### config.mk
export PLATFORM = sky130hd
export DESIGN_NAME = parity_tx_serial_flat
export DESIGN_NICKNAME = d
export VERILOG_FILES = /design/src/rtl/parity_tx_serial_if.sv /design/src/rtl/parity_tx_serial.sv /design/src/flat_wrapper.sv
export SDC_FILE = /design/constraint.sdc
export NUM_CORES = 1
export LEC_CHECK = 0
export ABC_AREA = 1
export BUFFER_PORTS_ARGS = -buffer_cell sky130_fd_sc_hd__buf_2
export CAP_MARGIN = 20
export CORE_MARGIN = 2
export CORE_UTILIZATION = 40
export CTS_CLUSTER_SIZE = 20
export DETAILED_ROUTE_END_ITERATION = 10
export GPL_TIMING_DRIVEN = 0
export HOLD_SLACK_MARGIN = 0.02
export PLACE_DENSITY_LB_ADDON = 0.08
export SYNTH_ARGS = -nofsm -noshare
export SYNTH_HDL_FRONTEND = slang
export SYNTH_SLANG_ARGS = --single-unit
### constraint.sdc
create_clock -name clk -period 2.9 [get_ports clk]
set_input_delay 0.725 -clock clk [delete_from_list [all_inputs] [get_ports clk]]
set_output_delay 0.725 -clock clk [all_outputs]
set_load 0.01 [all_outputs]
### src/rtl/parity_tx_serial_if.sv
// parity_tx_serial_if: byte handshake and serial-line signals of the parity transmitter
interface parity_tx_serial_if;
  logic [7:0] in_data;
  logic       in_valid;
  logic       in_ready;
  logic       tx;
  logic       busy;
  logic       done;
  modport master (output in_data, in_valid, input in_ready, tx, busy, done);
  modport slave  (input in_data, in_valid, output in_ready, tx, busy, done);
endinterface

### src/rtl/parity_tx_serial.sv
// parity_tx_serial: 8-bit serial transmitter framing start, LSB-first data, parity and stop bits
module parity_tx_serial #(
  parameter bit PARITY_ODD = 1'b0
) (
  input logic clk,
  input logic rst_n,
  parity_tx_serial_if.slave bus
);
  typedef enum logic [2:0] {IDLE, START, DATA, PARITY, STOP} state_t;
  state_t state, state_n;
  logic [7:0] sh, sh_n;
  logic [2:0] cnt, cnt_n;
  logic par, par_n, tx, tx_n, ready, busy, done;
  // state, latched byte and outputs; outputs are registered from next-state values
  always_ff @(posedge clk or negedge rst_n)
    if (!rst_n) begin
      state <= IDLE;
      sh    <= '0;
      par   <= 1'b0;
      cnt   <= '0;
      tx    <= 1'b1;
      ready <= 1'b1;
      busy  <= 1'b0;
      done  <= 1'b0;
    end else begin
      state <= state_n;
      sh    <= sh_n;
      par   <= par_n;
      cnt   <= cnt_n;
      tx    <= tx_n;
      ready <= state_n == IDLE;
      busy  <= state_n != IDLE;
      done  <= state_n == STOP;
    end
  // frame sequencing; the byte and its parity are captured only at the IDLE handshake
  always_comb begin
    state_n = state;
    sh_n    = sh;
    par_n   = par;
    cnt_n   = cnt;
    case (state)
      IDLE: if (bus.in_valid && ready) begin
        state_n = START;
        sh_n    = bus.in_data;
        par_n   = ^bus.in_data ^ PARITY_ODD;
        cnt_n   = '0;
      end
      START:   state_n = DATA;
      DATA:    if (cnt == 3'd7) state_n = PARITY; else cnt_n = cnt + 3'd1;
      PARITY:  state_n = STOP;
      STOP:    state_n = IDLE;
      default: state_n = IDLE;
    endcase
    tx_n = state_n == START  ? 1'b0 :
           state_n == DATA   ? sh_n[cnt_n] :
           state_n == PARITY ? par_n : 1'b1;
  end
  assign bus.tx       = tx;
  assign bus.in_ready = ready;
  assign bus.busy     = busy;
  assign bus.done     = done;
endmodule

### src/flat_wrapper.sv
// flat-port wrapper written by rule: the top's interface ports become plain ports
module parity_tx_serial_flat 
#(
  parameter bit PARITY_ODD = 1'b0
)
  (clk, rst_n, bus_in_data, bus_in_valid, bus_in_ready, bus_tx, bus_busy, bus_done);
  parity_tx_serial_if bus_i ();
  input logic clk;
  input logic rst_n;
  input wire logic [$bits(bus_i.in_data)-1:0] bus_in_data;
  input wire logic [$bits(bus_i.in_valid)-1:0] bus_in_valid;
  output wire logic [$bits(bus_i.in_ready)-1:0] bus_in_ready;
  output wire logic [$bits(bus_i.tx)-1:0] bus_tx;
  output wire logic [$bits(bus_i.busy)-1:0] bus_busy;
  output wire logic [$bits(bus_i.done)-1:0] bus_done;
  assign bus_i.in_data = bus_in_data;
  assign bus_i.in_valid = bus_in_valid;
  assign bus_in_ready = bus_i.in_ready;
  assign bus_tx = bus_i.tx;
  assign bus_busy = bus_i.busy;
  assign bus_done = bus_i.done;
  parity_tx_serial #(.PARITY_ODD(PARITY_ODD)) u_core (.clk(clk), .rst_n(rst_n), .bus(bus_i));
endmodule
**Word-level counts from Yosys, hierarchy flattened**

Cells that the tools add are included.

- Logic and storage cells: 38
- Register bits after elaboration: 19

- Magnitude comparators: 1
- Eq/ne operators: 8
- Mux-type cells: 15
- Reductions and logical operators: 5
- Add/sub/neg operators: 1

Operator list:

| kind | number |
|---|---|
| 8-bit 2-to-1 mux | 2 |
| 3-bit by 2-bit equality test with 1-bit output (second input constant) | 4 |
| 3-bit 2-to-1 mux | 4 |
| 3-bit one-hot mux with 4 select lines | 1 |
| 8-bit XOR reduction | 1 |
| 3-bit by 1-bit equality test with 1-bit output (second input constant) | 2 |
| 3-bit equality test (second input constant) | 2 |
| 3-bit zero test | 2 |
| 1-bit 2-to-1 mux | 6 |
| 3-bit one-hot mux with 2 select lines | 1 |
| 3-bit by 4-bit less-than comparator with 1-bit output (second input constant) | 1 |
| 3-bit by 1-bit adder with 3-bit output (second input constant) | 1 |
| 1-bit binary-select mux with 3-bit select | 1 |
| 3-bit nonzero test | 1 |
| 1-bit logical AND | 1 |

**Depth between registers and ports, before layout**

Gate-level depths: netlist of the first run.

- Depth in word-level cells: 7
- Mapped depth: 12

**Least setup slack after synthesis of the first run**

Ideal clock, no wire load.

- Kind: input -> register
- Start: in bus_in_valid
- End: reg u_core.tx, in the netlist u_core.bus.tx
- Setup time: 0.073 ns
- Stages: 12
- Setup slack: 1.206 ns
- Arrival: 1.621 ns
- Data required time: 2.827 ns
- Cell sequence: nand2_1 > inv_1 > nand3_4 > nand2_1 > nand2_2 > nand2_2 > inv_2 > nand2_1 > nand3_1 > nand3_1 > nand3_1 > a21oi_1

- Word-level cells in the longest chain between the ends: 7
- Elaborated cells between the ends (all ways): 17

RTL lines:

| item | line | source |
|---|---|---|
| from (decl) | flat_wrapper.sv:11 | `input wire logic [$bits(bus_i.in_valid)-1:0] bus_in_valid;` |
| 1-bit logical AND | parity_tx_serial.sv:42 | `IDLE: if (bus.in_valid && ready) begin` |
| 3-bit 2-to-1 mux | parity_tx_serial.sv:42 |  |
| 3-bit one-hot mux with 2 select lines | parity_tx_serial.sv:41 | `case (state)` |
| net u_core.cnt_n[0] | parity_tx_serial.sv:12 | `logic [2:0] cnt, cnt_n;` |
| 1-bit binary-select mux with 3-bit select | parity_tx_serial.sv:55 | `state_n == DATA ? sh_n[cnt_n] :` |
| 1-bit 2-to-1 mux (implied by the code) | parity_tx_serial.sv:55 |  |
| 1-bit 2-to-1 mux | parity_tx_serial.sv:55 |  |
| 1-bit 2-to-1 mux | parity_tx_serial.sv:54 | `tx_n = state_n == START ? 1'b0 :` |
| net u_core.tx_n | parity_tx_serial.sv:13 | `logic par, par_n, tx, tx_n, ready, busy, done;` |
| to (signal assigned) | parity_tx_serial.sv:30 | `tx <= tx_n;` |
| to (decl) | parity_tx_serial.sv:13 |  |

The timed path passes the listed nets, and every way through them passes these cells. The select of a mux whose other input is x is not followed.

**Worst setup path after layout of the first run**

- Start: reg u_core.cnt[0]
- End: reg u_core.tx, in the netlist u_core.bus.tx

- Word-level cells in the longest chain between the ends: 7
- Elaborated cells between the ends (all ways): 15

RTL lines:

| item | line | source |
|---|---|---|
| from (decl) | parity_tx_serial.sv:12 |  |
| from (signal assigned) | parity_tx_serial.sv:29 | `cnt <= cnt_n;` |
| 3-bit by 1-bit adder with 3-bit output / 3-bit equality test (equally long branches) | parity_tx_serial.sv:49 | `DATA: if (cnt == 3'd7) state_n = PARITY; else cnt_n = cnt + 3'd1;` |
| 3-bit 2-to-1 mux | parity_tx_serial.sv:49 |  |
| 3-bit one-hot mux with 2 select lines * | parity_tx_serial.sv:41 |  |
| net u_core.cnt_n[0] | parity_tx_serial.sv:12 |  |
| 1-bit binary-select mux with 3-bit select * | parity_tx_serial.sv:55 |  |
| 1-bit 2-to-1 mux (implied by the code) * | parity_tx_serial.sv:55 |  |
| 1-bit 2-to-1 mux * | parity_tx_serial.sv:55 |  |
| 1-bit 2-to-1 mux * | parity_tx_serial.sv:54 |  |
| net u_core.tx_n | parity_tx_serial.sv:13 |  |

The timed path passes the listed nets; every way through them passes the cells marked *. The select of a mux whose other input is x is not followed.

==> flow_summary.toml, run 1 <==
[cts]
hold_buffers = 0
ctsResizeCount = 0
cts_buffers = 3
tritoncts = "built"
htreeDepth = 1
clk_pin_slew_worst_paths_ns = 0.11
cts.sinks = 19
clock_tree.root_cell = "clkbuf_4"
clock_latency_ns = 0.29
post_cts_buffers = 0
cts_buffer_depth = 2

[critical_path]
critPathTopFamily = "simple AND/OR/NAND/NOR gates"
worst-path-stages = 12
r2r_end = "u_core.bus.tx$_DFF_PN1_"
crit_top_cell = "nand3_1"
r2r_cells = 12
path_buf_inv = 2
path_cells = "ha_1 > nand2_1 > inv_1 > nor2_2 > nand2_2 > nand2_2 > inv_2 > nand2_1 > nand3_1 > nand3_1 > nand3_1 > a21oi_1"
startpoint_type = "flop"
required_ns = 3.12
crit_fanout = 5
setup.worst_path.end_class = "flop"
regToRegStartpoint = "u_core.cnt[0]$_DFF_PN0_"
critPathArrivalTime_ns = 1.90
slowest_delay_ns = 0.42
worstSetupPathType = "reg -> reg"
cp-endpoint = "u_core.bus.tx$_DFF_PN1_"
crit_path_start = "u_core.cnt[0]$_DFF_PN0_"
reg2reg_slack_ns = 1.22
critical-path-slowest-cell = "dfrtp_1"

[yosys]
synth_edf_count = 0
synth_cells = 125
synth_cell_types = 22
synth-seq-cells = 19
synth_area_per_cell_um2 = 8.24
synth_flop_cell = "dfrtp_1"
ys_warn_count = 0
synth.most_common_cell = "inv_1"
ys_seq_area_frac = 0.464
ys_top_cells_by_count = "33 x inv_1, 24 x nand2_1, 17 x dfrtp_1"
synth_top_area_share = 0.413
netlist_area_mm2 = 0.00103
synth_area_leaders = "dfrtp_1 41%, inv_1 12%, nand2_1 8.7%, dfstp_2 5.1%, nand3_1 4.9%"
synth-async-reset-ratio = 1.00
synth_nets = 137
yosysTopAreaCell = "dfrtp_1"

[cells_and_area]
multi_input_area_um2 = 409
nNetsFinal = 156
n_fill_cell = 252
areaGrowthSynthToFinish_pct = 13.0
drive_gt1_frac = 0.266
seq_area_um2 = 478
diodes = 0

[global_route]
grt_start_max_net_pins = 20
antenna_found_initial = 0
grt_first_pass_wirelength_mm = 2.93
grt_usage = 0.142
grt_pass1_vias = 673
grt-ovfl-total = 0

[timing]
max_freq_mhz = 596
min_period_ns = 1.68
skew_ns = 0.00480
hold_viol = 0
tns_ns = 0
drv_slew = 0
setup_violations = 0
tightest_slew_ns = 0.432
rsz0062_at_grt = "false"
fin_crit_sh = 0.578
worst_slew_margin_rel = 0.712

[drt]
post-route-drc-count = 0
drt-pass1-iter-count = 4
ant_nets = 0
routed_wl_mm = 1.75
drt_iter0_drc = 7
vias = 764
vias_per_cell = 4.42
post_drt_wl_per_cell_um = 10.1

[power_and_ir_drop]
peakVddDrop_v = 0.000540
p_int_w = 0.000699
share_comb_of_total_power = 0.532
p_seq_frac = 0.363
leakage_nw = 0.645
p_total_w = 0.00126
power_switching_w = 0.000558
clkPwrFrac = 0.105
p_per_area_mw_per_mm2 = 1080
p_sw_frac = 0.444

[job]
cap_viol_max_count = 0

[floorplan]
die_h_um = 54.7
core_area_mm2 = 0.00245
ios = 15
start_util = 0.419
die_x_um = 54.7
rows = 18
dieArea_mm2 = 0.00300

[worst_hold_path]
hold_path_class = "in -> async"

[placed_design]
hpwlAfterDp_mm = 1.38
io_buffers = 14
globalplace.congestion = 0.735

[status]
status = "complete, no violations"
==> logic make-up after synthesis <==
| logic type | count (synthesis) | synth area share |
|---|---|---|
| AND/OR/NAND/NOR | 51 | 0.258 |
| buffers and inverters | 36 | 0.139 |
| flip-flops | 19 | 0.464 |
| AO/OA/AOI/OAI | 11 | 0.0680 |
| XOR/XNOR | 7 | 0.0595 |
| adder cells (fa/ha/maj) | 1 | 0.0121 |
==> layer usage <==
| layer | track usage | part of all wire | vias up |
|---|---|---|---|
| met5 | 0 | 0 | - |
| met4 | 0.0625 | 0.0086 | 0 |
| met3 | 0.0328 | 0.029 | 2 |
| met2 | 0.214 | 0.46 | 8 |
| met1 | 0.191 | 0.50 | 342 |
| li1 | - | - | 412 |
==> power groups by stage <==
stage	clock network [W]	logic (W)	registers, W
after global routing	0.000154	0.000766	0.000467
after detailed placement	0	0.000674	0.000461
final	0.000132	0.000669	0.000457
after floorplan	0	0.000522	0.000465
after CTS	0.000137	0.000679	0.000457
after global placement	0	0.000672	0.000457
==> worst min path at each step <==
stage / to / slack, ns / depth (start not counted)
CTS: u_core.cnt[0]$_DFF_PN0_ / 0.36 / 1
finish: u_core.cnt[0]$_DFF_PN0_ / 0.36 / 1
floorplan: u_core.bus.busy$_DFF_PN0_ / 0.43 / 0
detailed placement: u_core.sh[2]$_DFF_PN0_ / 0.47 / 2
global placement: u_core.sh[2]$_DFF_PN0_ / 0.47 / 2
global route: u_core.bus.done$_DFF_PN0_ / 0.36 / 1
==> sequential cells by signal, indices dropped and copies added (netlist names) <==
| signal | cells |
|---|---|
| u_core.bus.busy | 1 |
| u_core.bus.done | 1 |
| u_core.bus.in_ready | 1 |
| u_core.bus.tx | 1 |
| u_core.cnt | 3 |
| u_core.par | 1 |
| u_core.sh | 8 |
| u_core.state | 3 |
==> per-stage QoR <==
stage | hold slack (ns) | instances | util | area (um^2) | setup WS, ns
CTS | 0.362 | 173 | 0.474 | 1160 | 1.21
detailed placement | 0.472 | 169 | 0.463 | 1140 | 0.958
global placement | 0.469 | 169 | 0.463 | 1140 | 0.920
finish | 0.357 | 173 | 0.474 | 1160 | 1.22
floorplan | 0.429 | 125 | - | 1030 | 1.21
global route | 0.360 | 173 | 0.474 | 1160 | 1.07
==> cell type report <==
cell class / count / share of cell area
inverter: 35 / 0.113
multi-input combinational: 70 / 0.352
timing repair buffer: 14 / 0.0602
clock buffer: 4 / 0.0226
sequential: 19 / 0.411
buffer: 1 / 0.00968
tap: 30 / 0.0323
==> layout by cell type (no fill, tap or decap) <==
cell / netlist / routed
inv_2: 2 / 2
nor2_2: 1 / 1
buf_2: 0 / 14
a21oi_1: 3 / 3
ha_1: 1 / 1
nand3_4: 1 / 1
dfstp_2: 2 / 2
nand2_2: 7 / 7
nor2_4: 2 / 2
clkbuf_4: 0 / 3
o21ai_0: 4 / 4
nor2_1: 1 / 1
buf_6: 1 / 1
xor2_1: 2 / 2
clkbuf_1: 0 / 1
nand4_1: 1 / 1
nor3_1: 3 / 3
nand3_1: 10 / 10
nand2_1: 24 / 24
o21a_2: 1 / 1
dfrtp_1: 17 / 17
o21ai_2: 3 / 3
xnor2_1: 5 / 5
nand3_2: 1 / 1
inv_1: 33 / 33
No activity file was read; power rests on OpenSTA's default activity.
==> run 2: changes to the inputs <==
--- a/config.mk
+++ b/config.mk
@@ -5,7 +5,7 @@
 export SDC_FILE = /design/constraint.sdc
 export NUM_CORES = 1
 export LEC_CHECK = 0
-export ABC_AREA = 1
+export ABC_AREA = 0
 export BUFFER_PORTS_ARGS = -buffer_cell sky130_fd_sc_hd__buf_2
 export CAP_MARGIN = 20
 export CORE_MARGIN = 2
==> constraint.sdc (replaced) <==
create_clock -name clk -period 1.65 [get_ports clk]
set_input_delay 0.4125 -clock clk [delete_from_list [all_inputs] [get_ports clk]]
set_output_delay 0.4125 -clock clk [all_outputs]
set_load 0.01 [all_outputs]
==> run 2 against run 1 <==
  * The flow now finishes with violations (setup timing)
  * Non-clock buffer count is 8 higher
  * Largest cell class unchanged
  * Critical path type unchanged
  * Routed wire length is 5.7% lower
  * Sequential power is 81% higher
==> flow_summary.toml, run 2 <==
[cts]
clock_tree.root_cell = "clkbuf_4"
clk_pin_slew_worst_paths_ns = 0.11
tritoncts = "built"
clock_latency_ns = 0.30
cts_buffer_depth = 2
cts.sinks = 19
cts_buffers = 3
hold_buffers = 0
htreeDepth = 1

[global_route]
antenna_found_initial = 0
grt_first_pass_wirelength_mm = 2.72
grt_usage = 0.147
grt_pass1_vias = 573
grt_start_max_net_pins = 20
grt-ovfl-total = 0

[cells_and_area]
diodes = 0
reg.largest.list = "u_core.sh: 8 flops, u_core.cnt: 3 flops, u_core.state: 3 flops"
nNetsFinal = 108
n_fill_cell = 209
largest_register = "u_core.sh"
areaGrowthSynthToFinish_pct = 27.6
final_cell_mix = "15 x dfrtp_1, 14 x buf_2, 8 x xnor2_1, 7 x mux2_4, 6 x buf_4"
largest_register_ff_count = 8
final_area_mm2 = 0.00115
drive_gt1_frac = 0.453
final_common_cell = "dfrtp_1"

[timing]
min_period_ns = 2.33
max_freq_mhz = 429
fin_ws_ns = -0.682
fin_crit_sh = 1.41
setup_violations = 3
hold_viol = 0
drv_slew = 0
skew_ns = 0.00513
rsz0062_at_grt = "true"
worst_slew_margin_rel = 0.715
tightest_slew_ns = 0.427

[drt]
drt-pass1-iter-count = 4
vias = 603
vias_per_cell = 4.90
post_drt_wl_per_cell_um = 13.4
post-route-drc-count = 0
routed_wl_mm = 1.65
drt_iter0_drc = 13
ant_nets = 0

[power_and_ir_drop]
p_total_w = 0.00241
leakage_nw = 0.550
p_per_area_mw_per_mm2 = 2100
peakVddDrop_v = 0.00116

[yosys]
netlist_area_um2 = 901
ys_warn_count = 0
synth_top_area_share = 0.472
ys_top_cells_by_count = "17 x dfrtp_1, 8 x xnor2_1"
yosysTopAreaCell = "dfrtp_1"
synth_simple_gate_area_frac = 0.0972
synth_nets = 82
synth-seq-cells = 19
synth_top_family_by_area = "multiplexers"
synth_mux_area_frac = 0.203
ys_seq_area_frac = 0.531
synth_area_per_cell_um2 = 12.9
synth_compound_area_frac = 0.0403
synth_edf_count = 0
synth_area_leaders = "dfrtp_1 47%, xnor2_1 7.8%, mux2_1 6.3%, mux2_2 6.3%, dfstp_2 5.8%"
synth_fa_ha_area_frac = 0.0139
synth-async-reset-ratio = 1.00
synth_flop_cell = "dfrtp_1"
synth_cell_types = 23
synth_cells = 70
synth.most_common_cell = "dfrtp_1"
synthXorXnorAreaFrac = 0.0778

[critical_path]
crit_fanout = 4
critPathTopFamily = "multiplexers"
path_cells = "nor3b_4 > mux2_4 > mux2_4 > mux2i_1 > mux2_4 > a2111o_1 > a31oi_1"
r2r_end = "u_core.bus.tx$_DFF_PN1_"
critical-path-slowest-cell = "dfrtp_2"
startpoint_type = "flop"
setup.worst_path.end_class = "flop"
regToRegStartpoint = "u_core.state[0]$_DFF_PN0_"
r2r_cells = 7
required_ns = 1.89
reg2reg_slack_ns = -0.68
path_buf_inv = 0
critPathArrivalTime_ns = 2.57
crit_top_cell = "mux2_4"
slowest_delay_ns = 0.46
worstSetupPathType = "reg -> reg"

[placed_design]
globalplace.congestion = 0.736
hpwlAfterDp_mm = 1.04
dpl_cell_area_mm2 = 0.00101
io_buffers = 14
place_ws_ns = -0.780

[status]
status = "finished, violations left"
violations = "setup timing"

[job]
cap_viol_max_count = 0

[floorplan]
ios = 15
die_h_um = 51.5
die_x_um = 51.5
dieArea_mm2 = 0.00265
rows = 17
start_util = 0.415
core_area_mm2 = 0.00217

[worst_hold_path]
hold_path_class = "in -> async"
## run 2: changes by cell type after synthesis, moves of 4 or more
cell     delta
mux2_1      +5
nand2_1    -19
nand2_2     -7
inv_1      -30
nor2_1      +4
nand3_1    -10
o21ai_0     -4
mux2_2      +5
mux2i_1     +4
## run 2: per-stage QoR
stage	hold slack (ns)	cells	util	setup TNS [ns]
global placement	0.374	112	0.464	-1.38
global route	0.0270	123	0.530	-1.06
floorplan	0.117	70	-	-0.589
finish	0.0316	123	0.530	-0.852
CTS	0.0453	121	0.512	-0.766
detailed placement	0.378	112	0.464	-1.41
## run 2: how the worst max path moves through the flow
stage	to	startpoint	slack, ns	depth (start not counted)
after floorplan	u_core.bus.tx$_DFF_PN1_	u_core.state[2]$_DFF_PN0_	-0.59	7
after global placement	u_core.bus.tx$_DFF_PN1_	u_core.state[2]$_DFF_PN0_	-0.75	7
after detailed placement	u_core.bus.tx$_DFF_PN1_	u_core.state[2]$_DFF_PN0_	-0.78	7
after CTS	u_core.bus.tx$_DFF_PN1_	u_core.state[0]$_DFF_PN0_	-0.66	7
after global routing	u_core.bus.tx$_DFF_PN1_	u_core.state[0]$_DFF_PN0_	-0.76	7
final	u_core.bus.tx$_DFF_PN1_	u_core.state[0]$_DFF_PN0_	-0.68	7
## run 2: cell type report
cell class / count / area [um^2] / area share
Inverter: 3 / 11.3 / 0.00979
Timing Repair Buffer: 21 / 126 / 0.110
Sequential cell: 19 / 480 / 0.418
Multi-Input combinational cell: 46 / 443 / 0.385
Tap cell: 28 / 35.0 / 0.0305
Buffer: 2 / 26.3 / 0.0229
Clock inverter: 1 / 5.00 / 0.00435
Clock buffer: 3 / 22.5 / 0.0196
## run 2: power breakdown
part	internal [W]	total, W	switching [W]
clock	0.0000905	0.000238	0.000148
combinational	0.000778	0.00135	0.000572
sequential	0.000712	0.000825	0.000113
total	0.00158	0.00241	0.000833
## run 2: repair_timing
item	in CTS	in global routing
setup endpoints to repair	6	10
pin swaps	3	1
gates resized for setup	8	6
buffers inserted	5	2
## run 2: kinds of logic (layout without fill, tap and decap cells)
kind of cell | Yosys count | after routing
simple gates | 16 | 16
compound gates | 5 | 5
xor+xnor | 8 | 8
mux | 16 | 16
flops | 19 | 19
fa+ha+maj | 1 | 1
buf+inv | 5 | 30
## run 2: metal layers
metal	part of all wire	track usage
met1	0.45	0.187
met2	0.48	0.222
met3	0.045	0.0351
met4	0.016	0.0921
met5	0	0
==> run 3: changes to the inputs <==
--- a/config.mk
+++ b/config.mk
@@ -6,12 +6,12 @@
 export NUM_CORES = 1
 export LEC_CHECK = 0
 export ABC_AREA = 0
-export BUFFER_PORTS_ARGS = -buffer_cell sky130_fd_sc_hd__buf_2
 export CAP_MARGIN = 20
 export CORE_MARGIN = 2
 export CORE_UTILIZATION = 40
 export CTS_CLUSTER_SIZE = 20
 export DETAILED_ROUTE_END_ITERATION = 10
+export DONT_BUFFER_PORTS = 1
 export GPL_TIMING_DRIVEN = 0
 export HOLD_SLACK_MARGIN = 0.02
 export PLACE_DENSITY_LB_ADDON = 0.08
==> run 3 against run 2 <==
  * The flow still finishes with violations (setup timing)
  * Combinational power about the same
  * Final cell count down 7.3%
  * Via count down 8.1%
  * Non-clock buffer count down 9
  * First-iteration DRC count down 100%
  * Worst hold slack better by 0.24 ns
  * Routed wire length down 3.2%
  * Critical path depth unchanged
  * Utilization down 1.3 points
  * Sequential power up 2.9%
==> flow_summary.toml, run 3 (synthesis gave the netlist of run 2 again) <==
[drt]
wl_met3_um = 78
vias = 554
drt-pass1-iter-count = 1
top_layer = "met4"
routed_wl_mm = 1.60
wl_met2_um = 793
wl_met1_um = 720
post_drt_wl_per_cell_um = 14.0
drt_iter0_drc = 0
post-route-drc-count = 0
ant_nets = 0
vias_per_cell = 4.86

[floorplan]
die_x_um = 51.5
ios = 15
start_util = 0.415
die_h_um = 51.5
core_area_mm2 = 0.00217
rows = 17
dieArea_mm2 = 0.00265

[global_route]
grt-ovfl-total = 0
grt_start_max_net_pins = 20
grt_first_pass_wirelength_mm = 2.40
grt_pass1_vias = 547
antenna_found_initial = 0
grt_usage = 0.127

[cells_and_area]
diodes = 0
areaGrowthSynthToFinish_pct = 24.4
seq_area_um2 = 480
largest_register = "u_core.sh"
n_fill_cell = 203
largest_register_ff_count = 8
post_layout_nonfiller_instances = 114
reg.largest.list = "u_core.sh: 8 flops, u_core.cnt: 3 flops, u_core.state: 3 flops"
fin_util = 0.517
multi_input_area_um2 = 445
final_common_cell = "dfrtp_1"
final_cell_mix = "15 x dfrtp_1, 10 x buf_4, 8 x xnor2_1, 6 x mux2_4"
drive_gt1_frac = 0.395
nNetsFinal = 99

[cts]
cts.sinks = 19
clk_pin_slew_worst_paths_ns = 0.10
clock_tree.root_cell = "clkbuf_4"
clock_latency_ns = 0.29
cts_buffer_depth = 2
htreeDepth = 1
tritoncts = "built"
cts_buffers = 3

[timing]
skew_ns = 0.00192
fin_crit_sh = 1.42
hold_viol = 0
tightest_slew_ns = 0.841
max_freq_mhz = 426
min_period_ns = 2.35
worst_slew_margin_rel = 0.438
fin_ws_ns = -0.698
setup_violations = 3
tns_ns = -0.904
rsz0062_at_grt = "true"
drv_slew = 0

[placed_design]
dp.cells = 98
hpwlAfterDp_mm = 1.06
io_buffers = 0
globalplace.congestion = 0.778

[critical_path]
required_ns = 1.87
reg2reg_slack_ns = -0.70
crit_fanout = 5
r2r_end = "u_core.bus.tx$_DFF_PN1_"
r2r_cells = 7
regToRegStartpoint = "u_core.state[2]$_DFF_PN0_"
crit_path_start = "u_core.state[2]$_DFF_PN0_"
critPathArrivalTime_ns = 2.57
cp-endpoint = "u_core.bus.tx$_DFF_PN1_"
worstSetupPathType = "reg -> reg"
setup.worst_path.end_class = "flop"
startpoint_type = "flop"

[worst_hold_path]
hp-start = "bus_in_data[6]"
hold_path_class = "in -> reg"
min_path_cells = 1

[power_and_ir_drop]
peakVddDrop_v = 0.00108
p_per_area_mw_per_mm2 = 2160
leakage_nw = 0.513

[status]
violations = "setup timing"
status = "finished, violations left"

[job]
cap_viol_max_count = 0
run 3: cell types whose count changed in the layout (fill, tap and decap cells not counted), sizes merged:
cell	delta
buf	-10
clkbuf	+1
clkinv	-1
dlygate4sd3	+1
run 3: layer usage:
metal / vias up / track usage
met3: 2 / 0.0556
met5: - / 0
met1: 266 / 0.163
li1: 275 / -
met4: 0 / 0.0395
met2: 11 / 0.192
run 3: where the power goes:
part / total (W) / switching [W] / internal (W)
Combinational: 0.00135 / 0.000558 / 0.000793
Clock: 0.000225 / 0.000131 / 0.0000940
Sequential: 0.000849 / 0.000133 / 0.000716
run 3: layout make-up:
| type | instances | area share |
|---|---|---|
| well taps | 28 | 0.0312 |
| multi-input cells | 46 | 0.397 |
| plain buffers | 2 | 0.0234 |
| clock buffers | 4 | 0.0234 |
| flip-flops and latches | 19 | 0.429 |
| inverters | 3 | 0.0100 |
| repair buffers | 12 | 0.0859 |
run 3: worst min path at each step:
stage	to	slack (ns)
2_1_floorplan	u_core.bus.busy$_DFF_PN0_	0.12
3_3_place_gp	u_core.sh[0]$_DFF_PN0_	0.12
3_5_place_dp	u_core.sh[0]$_DFF_PN0_	0.12
4_1_cts	u_core.sh[6]$_DFF_PN0_	0.26
5_1_grt	u_core.sh[2]$_DFF_PN0_	0.25
6_report	u_core.sh[6]$_DFF_PN0_	0.28
run 3: per-stage QoR:
stage / total power [W] / hold WS, ns / setup WS (ns) / cell area [um^2]
floorplan: 0.00163 / 0.117 / -0.589 / 901
global placement: 0.00180 / 0.117 / -0.753 / 936
detailed placement: 0.00182 / 0.117 / -0.759 / 936
CTS: 0.00223 / 0.260 / -0.664 / 1020
global route: 0.00260 / 0.251 / -0.756 / 1120
finish: 0.00242 / 0.275 / -0.698 / 1120
run 3: worst max-delay path, stage by stage, from the launching register on:
cell,delay (ns)
dfrtp_2,0.47
nor3b_4,0.24
mux2_4,0.32
mux2_4,0.31
mux2i_1,0.14
mux2_2,0.26
a2111o_1,0.37
a31oi_1,0.17
run 3: timing repair:
action                                  CTS  global route
pin swaps                                 1             2
setup buffers                             4             7
endpoints found under the setup margin    6             6
endpoints found under the hold margin    19             0
hold buffers                              1             0
resized for setup                         5            10
